File: src/rtl/load_store_unit.sv
// Data-bus master for LOAD/STORE: runs one req/ack transaction per memory op, stalls the
// pipeline until it completes, and returns the sign/zero-extended load result.
module load_store_unit #(
  parameter int unsigned ACK_TIMEOUT = 255
) (
  input  logic        clk,
  input  logic        reset,
  input  logic        cs_bus_read,
  input  logic        cs_bus_write,
  input  logic [2:0]  funct3,
  input  logic [31:0] addr,
  input  logic [31:0] store_data,
  output logic [31:0] load_data,
  output logic        stall,
  output logic        fault,
  output logic [31:0] bus_addr,
  output logic [31:0] bus_wdata,
  output logic [3:0]  bus_byte_en,
  output logic        bus_we,
  output logic        bus_req,
  input  logic [31:0] bus_rdata,
  input  logic        bus_ack
);

  localparam int unsigned    CW       = $clog2(ACK_TIMEOUT + 1);
  localparam logic [CW-1:0]  CNT_LAST = CW'(ACK_TIMEOUT - 1);

  typedef enum logic [1:0] {
    S_IDLE,
    S_REQ,
    S_DONE
  } state_t;

  state_t        r_state;
  logic [CW-1:0] r_cnt;
  logic          r_timed_out;
  logic [2:0]    r_f3;
  logic [1:0]    r_off;
  logic [31:0]   r_load_data;
  logic [31:0]   r_bus_addr;
  logic [31:0]   r_bus_wdata;
  logic [3:0]    r_byte_en;
  logic          r_we;

  logic          w_op;
  logic          w_legal_f3;
  logic          w_misaligned;
  logic          w_invalid;
  logic          w_launch;
  logic [3:0]    w_byte_en;
  logic [31:0]   w_wdata;
  logic [7:0]    w_rd_byte;
  logic [15:0]   w_rd_half;
  logic [31:0]   w_load_ext;

  // Request decode: legality, lane enables and lane-replicated store data.
  // NOTE: every always_comb output gets a default first so no path leaves it unassigned (no latch).
  always_comb begin
    w_op         = cs_bus_read | cs_bus_write;
    w_legal_f3   = 1'b0;
    w_misaligned = 1'b0;
    w_byte_en    = 4'b1111;
    w_wdata      = store_data;
    case (funct3)
      3'b000, 3'b001, 3'b010: w_legal_f3 = 1'b1;
      3'b100, 3'b101:         w_legal_f3 = ~cs_bus_write;
      default:                w_legal_f3 = 1'b0;
    endcase
    case (funct3[1:0])
      2'b00: begin
        w_byte_en = 4'b0001 << addr[1:0];
        w_wdata   = {4{store_data[7:0]}};
      end
      2'b01: begin
        w_misaligned = addr[0];
        w_byte_en    = addr[1] ? 4'b1100 : 4'b0011;
        w_wdata      = {2{store_data[15:0]}};
      end
      2'b10:   w_misaligned = |addr[1:0];
      default: w_misaligned = 1'b0;
    endcase
    w_invalid = (cs_bus_read & cs_bus_write) | ~w_legal_f3 | w_misaligned;
    w_launch  = (r_state == S_IDLE) & w_op & ~w_invalid;
  end

  // Lane selection and extension use the offset and size captured at launch.
  always_comb begin
    w_rd_half = r_off[1] ? bus_rdata[31:16] : bus_rdata[15:0];
    case (r_off)
      2'd0:    w_rd_byte = bus_rdata[7:0];
      2'd1:    w_rd_byte = bus_rdata[15:8];
      2'd2:    w_rd_byte = bus_rdata[23:16];
      default: w_rd_byte = bus_rdata[31:24];
    endcase
    case (r_f3)
      3'b000:  w_load_ext = {{24{w_rd_byte[7]}}, w_rd_byte};
      3'b100:  w_load_ext = {24'd0, w_rd_byte};
      3'b001:  w_load_ext = {{16{w_rd_half[15]}}, w_rd_half};
      3'b101:  w_load_ext = {16'd0, w_rd_half};
      default: w_load_ext = bus_rdata;
    endcase
  end

  // NOTE: state is updated with non-blocking assignments so every register samples pre-edge values.
  always_ff @(posedge clk) begin
    if (reset) begin
      r_state     <= S_IDLE;
      r_cnt       <= '0;
      r_timed_out <= 1'b0;
      r_f3        <= 3'd0;
      r_off       <= 2'd0;
      r_load_data <= 32'd0;
      r_bus_addr  <= 32'd0;
      r_bus_wdata <= 32'd0;
      r_byte_en   <= 4'd0;
      r_we        <= 1'b0;
    end else begin
      case (r_state)
        S_IDLE: begin
          if (w_launch) begin
            r_bus_addr  <= {addr[31:2], 2'b00};
            r_bus_wdata <= w_wdata;
            r_byte_en   <= w_byte_en;
            r_we        <= cs_bus_write;
            r_f3        <= funct3;
            r_off       <= addr[1:0];
            r_cnt       <= '0;
            r_timed_out <= 1'b0;
            r_state     <= S_REQ;
          end
        end
        S_REQ: begin
          // An ack on the last allowed cycle wins over the timeout.
          if (bus_ack) begin
            if (!r_we) r_load_data <= w_load_ext;
            r_state <= S_DONE;
          end else if (r_cnt == CNT_LAST) begin
            r_load_data <= 32'd0;
            r_timed_out <= 1'b1;
            r_state     <= S_DONE;
          end else begin
            r_cnt <= r_cnt + CW'(1);
          end
        end
        S_DONE: begin
          r_timed_out <= 1'b0;
          r_state     <= S_IDLE;
        end
        default: r_state <= S_IDLE;
      endcase
    end
  end

  assign stall       = w_launch | (r_state == S_REQ);
  assign fault       = ((r_state == S_IDLE) & w_op & w_invalid) | ((r_state == S_DONE) & r_timed_out);
  assign bus_req     = (r_state == S_REQ);
  assign load_data   = r_load_data;
  assign bus_addr    = r_bus_addr;
  assign bus_wdata   = r_bus_wdata;
  assign bus_byte_en = r_byte_en;
  assign bus_we      = r_we;

endmodule

File: config.mk
export PLATFORM = sky130hd
export DESIGN_NAME = load_store_unit
export DESIGN_NICKNAME = d
export VERILOG_FILES = /design/src/rtl/load_store_unit.sv
export SDC_FILE = /design/constraint.sdc
export NUM_CORES = 1
export LEC_CHECK = 0
export ABC_AREA = 1
export CAP_MARGIN = 20
export CORE_UTILIZATION = 25
export DETAILED_ROUTE_END_ITERATION = 12
export GPL_ROUTABILITY_DRIVEN = 0
export PLACE_DENSITY = 0.63
export SLEW_MARGIN = 20
export SYNTH_ARGS = -nofsm -noshare
export SYNTH_HDL_FRONTEND = slang
export SYNTH_SLANG_ARGS = --single-unit
File: constraint.sdc
create_clock -name clk -period 1.37 [get_ports clk]
set_input_delay 0.137 -clock clk [delete_from_list [all_inputs] [get_ports clk]]
set_output_delay 0.137 -clock clk [all_outputs]
set_load 0.005 [all_outputs]
==> results.json <==
{
  "status": "complete, but fails checks",
  "violations": "setup timing",
  "overflow": 0,
  "synthXorXnorAreaFrac_pct": 0.823,
  "cts_sinks": 115,
  "die_w_um": 148,
  "min_delay_path_depth": 3,
  "finalHoldViolCount": 0,
  "synthAdderAreaFrac_pct": 1.18,
  "cts-root-buf": "clkbuf_16",
  "reg2regPathDepth": 9,
  "synth_compound_area_share_pct": 17.1,
  "reg2reg_slack_ps": -260,
  "relSlewSlack_pct": 63.3,
  "synth_top_cell_area_share_pct": 43.2,
  "ioPinCount": 208,
  "tritoncts": "built",
  "p_sw_mw": 2.97,
  "crit_type": "reg2reg",
  "ys_seq_area_share_pct": 43.2,
  "synth-simple-area-share_pct": 29.0,
  "synth_area_um2": 5320,
  "routed_wirelength_um": 20800,
  "finalSetupViolations": 118,
  "fin_ws_ps": -257,
  "synthTopCellsByArea": "dfxtp_1 43%, nand2_1 20%, a21oi_1 11%, o21ai_0 4.4%, nand3_1 3.9%",
  "max_freq_ghz": 0.615,
  "wire_per_inst_um": 15.5,
  "htree_levels": 4,
  "ys_warn_count": 0,
  "drc_errors": 0,
  "worstHoldStart": "funct3[0]",
  "drt-initial-drc-count": 213,
  "p_seq_share_pct": 35.1,
  "crit_fanout": 8,
  "fin_crit_sh_pct": 119,
  "yosysMostFrequentCell": "nand2_1",
  "core_area_um2": 21000,
  "internal_power_mw": 7.40,
  "initial_core_util_pct": 25.4,
  "first_pass_iters": 4,
  "utilization_pct": 45.1,
  "netlist_instances": 786,
  "grt_usage_pct": 18.7,
  "synth_cell_types": 31,
  "swShare_pct": 28.6,
  "die_area_um2": 21900,
  "ys_seq_elements": 115,
  "rsz0062_at_grt": "yes",
  "pwr-share-clk_pct": 42.8,
  "avgSynthCellArea_um2": 6.77,
  "startpoint_type": "flop",
  "cts_buffer_depth": 2,
  "clock-skew-final_ps": 14.5,
  "cts_hold_buf": 0,
  "post_drt_via_cell_ratio": 4.59,
  "crit_arrival_ps": 1910,
  "yosys-top-cells-count": "280 x nand2_1, 121 x a21oi_1, 115 x dfxtp_1, 49 x inv_1, 47 x o21ai_0",
  "crit_path_end_kind": "flop",
  "ant_nets": 0,
  "cp.required_ps": 1660,
  "ys_async_sr_fraction_pct": 0,
  "port_buffers": 205,
  "area_delta_synth_final_pct": 77.4,
  "final_nets": 1165,
  "synth_edf_count": 0,
  "ys.flop_type": "dfxtp_1",
  "synth_top_family_by_area": "simple AND/OR/NAND/NOR gates",
  "dieHeight_um": 148,
  "path_clk_slew_ps": 60,
  "worst_pin_slew_ps": 550,
  "r2r-end": "bus_addr[28]$_SDFFE_PP0P_",
  "cap_viol_max_count": 0,
  "clk_latency_ps": 420,
  "total_power_mw": 10.4,
  "rows": 53,
  "drive_above_1_share_pct": 20.7,
  "grt_pass1_wl_um": 31400,
  "grt_max_degree": 104,
  "combinationalPowerShare_pct": 22.1,
  "antenna_found_initial": 0,
  "period_needed_ps": 1630,
  "p_per_area_nw_per_um2": 1100,
  "worstHoldPathType": "in2reg",
  "whs_endpoint": "r_f3[0]$_SDFFE_PP0P_",
  "dpl_cell_area_um2": 8040,
  "ir_worst_vdd_mv": 0.909,
  "fillCellCount": 2134,
  "cts_inserted_buffers": 17,
  "slew_viol_final": 0,
  "reg2reg_from": "r_state[1]$_SDFFE_PP0P_",
  "grt_pass1_vias": 5940,
  "whs_ps": 202,
  "dpl.hpwl_um": 12900,
  "synthMuxAreaShare_pct": 0,
  "vias": 6175,
  "p_leak_nw": 4.27,
  "yosysTopAreaCell": "dfxtp_1",
  "pre_cts_ws_ps": -821,
  "final_area_um2": 9440
}
## cells by family (layout without fill, tap and decap cells)
logic type,after synthesis,count (layout)
buffers and inverters,103,385
DFF,115,115
other,1,3
xor gates and xnor gates,5,5
adders and majority gates,5,5
and+or+nand+nor,379,379
AOI/OAI and AO/OA,178,178
## timing repair
item	in CTS	in global routing
pin swaps	10	8
setup endpoints to repair	216	118
cloned	11	8
setup buffers	15	0
resized for setup	179	62
## stage by stage
step | setup TNS [ps] | instances
after floorplan | 0 | 787
after global placement | -56810 | 1279
after detailed placement | -61220 | 1279
after CTS | -19800 | 1336
after global routing | -30900 | 1344
final | -22290 | 1345
## worst max-delay path by stage
| stage | from | end | slack (ps) | cells after the start |
|---|---|---|---|---|
| 3_3_place_gp | funct3[0] | fault | -800 | 7 |
| 6_report | r_state[1]$_SDFFE_PP0P_ | bus_addr[28]$_SDFFE_PP0P_ | -260 | 9 |
| 2_1_floorplan | r_state[1]$_SDFFE_PP0P_ | bus_addr[22]$_SDFFE_PP0P_ | 4 | 8 |
| 4_1_cts | r_state[1]$_SDFFE_PP0P_ | stall | -240 | 6 |
| 3_5_place_dp | funct3[0] | fault | -820 | 7 |
| 5_1_grt | r_state[1]$_SDFFE_PP0P_ | bus_byte_en[0]$_SDFFE_PP0P_ | -310 | 9 |
## critical path, cell delays in order (launching register included)
cell and delay, ps:
dfxtp_2 310, or2_1 240, nor2_2 110, buf_4 130, nand3_4 90, buf_12 170, buf_12 150, clkbuf_16 170
nand2_2 60, a21oi_1 60
## power by group through the flow
stage                     combinational (mW)  clock [mW]  sequential, mW
after floorplan                        0.824           0            3.70
after global placement                  1.92           0            3.69
after detailed placement                1.92           0            3.70
after CTS                               2.12        4.55            3.63
after global routing                    2.50        4.68            3.66
final                                   2.29        4.44            3.64
## final cells by class
class / count / area [µm²] / share of cell area, %
Timing Repair Buffer: 296 / 3120 / 33.0
Multi-Input combinational cell: 569 / 2830 / 30.0
Sequential cell: 115 / 2320 / 24.6
Clock buffer: 17 / 425 / 4.50
Tap cell: 275 / 344 / 3.64
Inverter: 57 / 240 / 2.54
Clock inverter: 15 / 159 / 1.68
Antenna cell: 1 / 2.50 / 0.0265
## placed cells by master, fill, tap and decap left out, drive strengths merged, types with 3 or more instances in the layout
master,netlist,final
a21oi,121,121
buf,25,88
clkbuf,21,23
clkdlybuf4s50,0,100
clkinv,2,10
clkinvlp,0,4
dfxtp,115,115
dlygate4sd2,0,100
ha,5,5
inv,55,56
nand2,282,282
nand3,43,43
nor2,45,45
nor3,3,3
o211ai,6,6
o21ai,50,50
or2,3,3
xor2,3,3
## registers in the layout (all words and copies together) (netlist names)
name,flops
r_f3,3
r_state,2
r_cnt,8
bus_wdata,32
bus_byte_en,4
r_off,2
bus_we,1
load_data,32
bus_addr,30
r_timed_out,1
## layer usage
layer / wire, µm / vias up / share of wire [%] / GRT usage [%]
met4: 313 / 0 / 1.5 / 6.13
met1: 8720 / 2820 / 42 / 22.6
met3: 2040 / 24 / 9.8 / 7.16
met2: 9730 / 255 / 47 / 30.3
met5: 0 / - / 0 / 0
li1: - / 3076 / - / -
No activity file was read; power rests on OpenSTA's default activity.
